**src/rtl/gpu_pkg.sv**
```systemverilog
// Shared GPU constants: asset store geometry and sprite base addresses.
// The base addresses are used by the game logic that builds GPU ops.
package gpu_pkg;

    localparam int ASSET_MEM_SIZE       = 654;
    localparam int ASSET_MEM_ADDR_WIDTH = 10;

    // Sprite base pixel indices; pixel = base + row*width + col (row-major).
    localparam logic [ASSET_MEM_ADDR_WIDTH-1:0] SPRITE_PLAYER_BASE = 10'd0;
    localparam logic [ASSET_MEM_ADDR_WIDTH-1:0] SPRITE_ENEMY_BASE  = 10'd256;
    localparam logic [ASSET_MEM_ADDR_WIDTH-1:0] SPRITE_BULLET_BASE = 10'd512;
    localparam logic [ASSET_MEM_ADDR_WIDTH-1:0] SPRITE_FONT_BASE   = 10'd528;

endpackage

```
**src/rtl/asset_memory.sv**
```systemverilog
// Bit-per-pixel sprite store: combinational read, synchronous patch write,
// asynchronous reset back to the preloaded image (bit i of INIT_IMAGE = pixel i).
module asset_memory
    import gpu_pkg::*;
#(
    parameter int              SIZE       = ASSET_MEM_SIZE,
    parameter int              ADDR_WIDTH = ASSET_MEM_ADDR_WIDTH,
    parameter logic [SIZE-1:0] INIT_IMAGE = '0
) (
    input  logic                  clk,
    input  logic                  rst,
    input  logic [ADDR_WIDTH-1:0] addr,
    output logic                  out,
    input  logic                  wr_en,
    input  logic [ADDR_WIDTH-1:0] wr_addr,
    input  logic                  wr_data
);

    localparam logic [ADDR_WIDTH:0] SIZE_W = (ADDR_WIDTH + 1)'(SIZE);

    // Flop array rather than block RAM: reset must restore every bit at once.
    logic [SIZE-1:0] mem_q;
    logic [SIZE-1:0] mem_d;
    logic            wr_hit;
    logic            rd_hit;

    assign wr_hit = wr_en && ({1'b0, wr_addr} < SIZE_W);
    assign rd_hit = ({1'b0, addr} < SIZE_W);

    always_comb begin
        mem_d = mem_q;
        if (wr_hit) begin
            mem_d[wr_addr] = wr_data;
        end
    end

    always_ff @(posedge clk or posedge rst) begin
        if (rst) begin
            mem_q <= INIT_IMAGE;
        end else begin
            mem_q <= mem_d;
        end
    end

    // No write bypass: a same-cycle write shows up only after the edge.
    assign out = rd_hit ? mem_q[addr] : 1'b0;

endmodule

```
**config.mk**
```make
export PLATFORM = sky130hd
export DESIGN_NAME = asset_memory
export DESIGN_NICKNAME = d
export VERILOG_FILES = /design/src/rtl/gpu_pkg.sv /design/src/rtl/asset_memory.sv
export SDC_FILE = /design/constraint.sdc
export NUM_CORES = 2
export LEC_CHECK = 0
export ABC_CLOCK_PERIOD_IN_PS = 20600
export CAP_MARGIN = 10
export CORE_ASPECT_RATIO = 0.6
export CORE_MARGIN = 2
export CORE_UTILIZATION = 46
export DETAILED_ROUTE_END_ITERATION = 16
export GPL_TIMING_DRIVEN = 0
export PLACE_DENSITY = 0.75
export SETUP_SLACK_MARGIN = 0.05
export SYNTH_ARGS = -nofsm -noshare
export SYNTH_HDL_FRONTEND = slang
export SYNTH_SLANG_ARGS = --single-unit
```
**constraint.sdc**
```tcl
create_clock -name clk -period 20.6 [get_ports clk]
set_input_delay 3.09 -clock clk [delete_from_list [all_inputs] [get_ports clk]]
set_output_delay 3.09 -clock clk [all_outputs]
set_load 0.005 [all_outputs]
```
* Word-level counts from Yosys, hierarchy flattened
Index checks and enable logic that the tools add are counted.
Storage, ports and cells: flip-flop bits (word level) 654, bits in latches 0, RAM bits 0, ROM bits 0, bits of input ports 24, output and inout bits 1, word-level logic and storage cells 14, memories 0
Operators by class: $add $sub $neg 0, multiply operators 0, divide/modulo/power cells 0, $lt $le $gt $ge 5, equal/unequal tests 0, shift-type cells 0, muxes and demuxes 6, bitwise gates (word level) 0, reduce and logical (&&, ||, !) cells 2
Operators by type and width (count):
- bitwise mux 654 bit | 1
- less-than comparator 10 x 11 -> 1 bit, second input constant | 2
- less-than comparator 10 bit, second input constant | 2
- binary-select mux 1 bit (select 10 bit) | 1
- demux 1 bit (select 10 bit) | 1
- >= comparator 10 x 1 -> 1 bit, second input constant | 1
- two-way mux 1 bit | 3
- logical AND 1 bit | 2

* Logic depth before layout (Yosys ltp)
word-level depth 5, mapped depth 14, depth with buffers taken out 8

* Worst setup path before layout
No wires, ideal clock.
path kind input -> output, start input port addr[0], end output port out, arrival 5064 ps, required time 17510 ps, path slack 12446 ps, stages 10, buffers on the path 3, path through buf_6 -> buf_12 -> buf_8 -> mux4_1 -> mux4_2 -> a32oi_1 -> a21oi_1 -> a41o_1 -> nand4b_1 -> o31ai_2
Between the ends: cells in the longest elaborated chain, start to end 3, elaborated cells between the ends (all ways) 4, classes of those cells order compare (1); mux (3)
Ends and longest elaborated chain:
- from (decl) | line asset_memory.sv:12 | input logic [ADDR_WIDTH-1:0] addr,
- binary-select mux 1 bit (select 10 bit) | line asset_memory.sv:46 | assign out = rd_hit ? mem_q[addr] : 1'b0;
- two-way mux 1 bit (implied by the code) | line asset_memory.sv:46
- two-way mux 1 bit * | line asset_memory.sv:46
- to (decl) | line asset_memory.sv:13 | output logic out,
Every way passes the cells marked *; elsewhere a longest branch is shown, timed or not. The select of a mux whose other input is x is not followed.

* Worst setup path after layout
start input port addr[1], end output port out
The elaborated chain is that of the path after synthesis.

==> impl_metrics.ini <==
[status]
outcome = completed

[power_and_ir_drop]
power_total_mw = 2.66
cellLeakagePower_nw = 16.6
pwr_density_cell_mw_per_mm2 = 72.1
worst_supply_voltage_drop_on_vdd_mv = 0.0682

[sta]
final.min_clock_period_ns = 11.59
tightestPinTransition_ns = 1.38
timing.slew.headroom_pct = 7.45
setup-violations-final = 0
final.setup_skew_ns = 0
report.final.hold_viol_count = 0
share_of_the_cycle_needed_by_the_critical_path_after_routing_pct = 56.2
max_freq_mhz = 86.3
tns_ns = 0
fin_max_slew_vios = 0
setup_repair_after_global_routing_missed_its_margin = false

[placed_design]
port-buffer-count = 16
finalWeightedCongestion = 1.01
placedInstanceArea_mm2 = 0.0350
placed_cell_count = 3747
dp_hpwl_mm = 80.2

[clock_network]
numCtsBuffers = 57
clock_insertion_delay_worst_skew_ns = 0.63
post_cts.resized_instances = 0
cts.root.buffer_cell = clkbuf_16
cts_tree = built
htreeDepth = 2
clock_tree_buf_depth = 3
cts.reportedPaths.clkPinSlew_ns = 0.06
post-cts-setup-buffer-count = 0
cts-hold-fix-buffers = 0
cts_sinks = 654

[final_layout]
largest_registers = mem_q x654
finished_cell_area_mm2 = 0.0369
syn_to_final_growth_pct = 11.2
largest_register = mem_q
largest_reg_flops = 654
layout-drive-gt1-share_pct = 32.7
layoutNonFillerInstCount = 3856
final_core_util_pct = 51.6
final_nets = 2856

[synth]
synth_top_area_cells = dfrtp_1 49%, mux2_2 22%, nor2_1 7.7%
yosysWarningCount = 0
ys_seq_elements = 654
ys_async_sr_fraction_pct = 100
netlist_instances = 2737
count_of_flip_flops_with_a_built_in_enable_after_synthesis = 0
yosys.area.top_type_share_pct = 49.3
dominantRegCellSynth = dfrtp_1
syn-cell-area_mm2 = 0.0332
syn-mean-instance-area_um2 = 12.1
synth_top_area_cell = dfrtp_1
synth.net_count = 2761
synthMostInstantiatedCell = nor2_1
synthDistinctLibCells = 59
post_synth_most_frequent_cells = 683 x nor2_1, 658 x mux2_2, 654 x dfrtp_1
seq_area_frac_synth_pct = 49.3

[route]
average_wire_per_cell_in_the_routed_design_um = 30.1
drt-vias-per-instance = 6.36
detail_route.drc_violations = 0
drt_first_pass_iters = 6
detailroute.via_count = 24528
ant_nets = 0
drt_iter0_drc = 3753
route.final.wire_length_mm = 116

[global_route]
grt_usage_pct = 31.4
grt_antenna_before_repair = 11
grt_max_degree = 43
globalRoute.totalOverflow = 0
grt_pass1_vias = 23212
grt_pass1_wl_mm = 166

[critical_path]
cp-start-kind = primary input
worstPathRequired_ns = 17.51
arrival_ns = 8.50
cp-end-kind = primary output
worstPathMaxFanout = 10
worstSetupPathType = in -> out

[floorplan]
num_io_pins = 25
die_y_um = 212
initial_core_util_pct = 46.4
rows = 76
core_region_area_mm2 = 0.0716
floorplan.die.width_um = 351
die_area_mm2 = 0.0744

[hold_path]
hold_path.class = reg -> reg

[run]
timing.max_cap.violations = 0
## cell type report
cell class	instances	area, um2
diodes	5	12.5
fillers	6085	34700
plain buffers	270	1320
inverters	5	22.5
repair buffers	36	551
flip-flops and latches	654	16400
well taps	975	1220
multi-input cells	1808	15500
clock inverters	17	169
clock buffers	86	1770
## worst max-delay path, cell delays in order
cell and delay, ns:
clkdlybuf4s50_1 0.55, buf_4 0.26, buf_2 0.50, nand2_1 0.53
clkbuf_1 0.63, o221ai_1 0.44, o22ai_1 0.14, o21ai_0 0.56
nand2_1 0.14, a21oi_1 0.19, a22oi_1 0.25, o31ai_2 0.58
clkdlybuf4s50_1 0.61
## report_power, final
part	leakage [nW]	internal, mW	switching, mW
combinational	6.51	0.0609	0.155
sequential	9.12	1.30	0.00711
clock	0.963	0.628	0.515
total	16.6	1.99	0.678
## cell families (layout without fill, tap and decap cells)
logic type / count (synthesis) / count (layout) / share of synthesized area (%)
compound gates: 117 / 117 / 2.57
buf+inv: 275 / 414 / 4.03
flops: 654 / 654 / 49.3
mux: 870 / 870 / 34.4
other cells: 0 / 5 / 0
simple gates: 821 / 821 / 9.75
## path summary, 6_finish.rpt
kind / startpoint / end / slack, ns / depth (start not counted)
max: addr[1] / out / 9.01 / 13
min: mem_q[116] / mem_q[116] / 0.50 / 1
max reg2reg: mem_q[13] / mem_q[13] / 19.79 / 1
min reg2reg: mem_q[116] / mem_q[116] / 0.50 / 1
max in group asynchronous: rst / mem_q[146] / 15.53 / 9
min in group asynchronous: rst / mem_q[473] / 2.94 / 2
## stage by stage
| stage | hold slack (ns) | worst slack (ns) |
|---|---|---|
| 2_1_floorplan | 0.472 | 8.57 |
| 3_3_place_gp | 0.481 | 4.21 |
| 3_5_place_dp | 0.488 | 9.55 |
| 4_1_cts | 0.503 | 9.49 |
| 5_1_grt | 0.511 | 9.02 |
| 6_report | 0.500 | 9.01 |
## metal layers
metal	track usage, %	routed length [um]	part of all wire (%)
met1	46.3	47700	41
met2	38.4	43400	37
met3	17.1	20800	18
met4	9.49	4050	3.5
met5	0	220	0.19
## layout by cell type (no fill, tap or decap), types with 10 or more instances in the layout
master / count
clkinv_2: 11
buf_1: 48
clkdlybuf4s50_1: 16
mux2i_1: 71
nand3_1: 20
clkbuf_8: 19
nor2_1: 683
buf_8: 10
clkbuf_16: 59
mux4_1: 30
buf_2: 18
dfrtp_1: 654
clkbuf_1: 179
mux4_2: 109
buf_6: 11
buf_12: 21
o221ai_1: 16
mux2_2: 658
a21oi_1: 18
nand2_1: 72
o21ai_0: 20
Note: power is estimated with default switching activity, not from simulation.
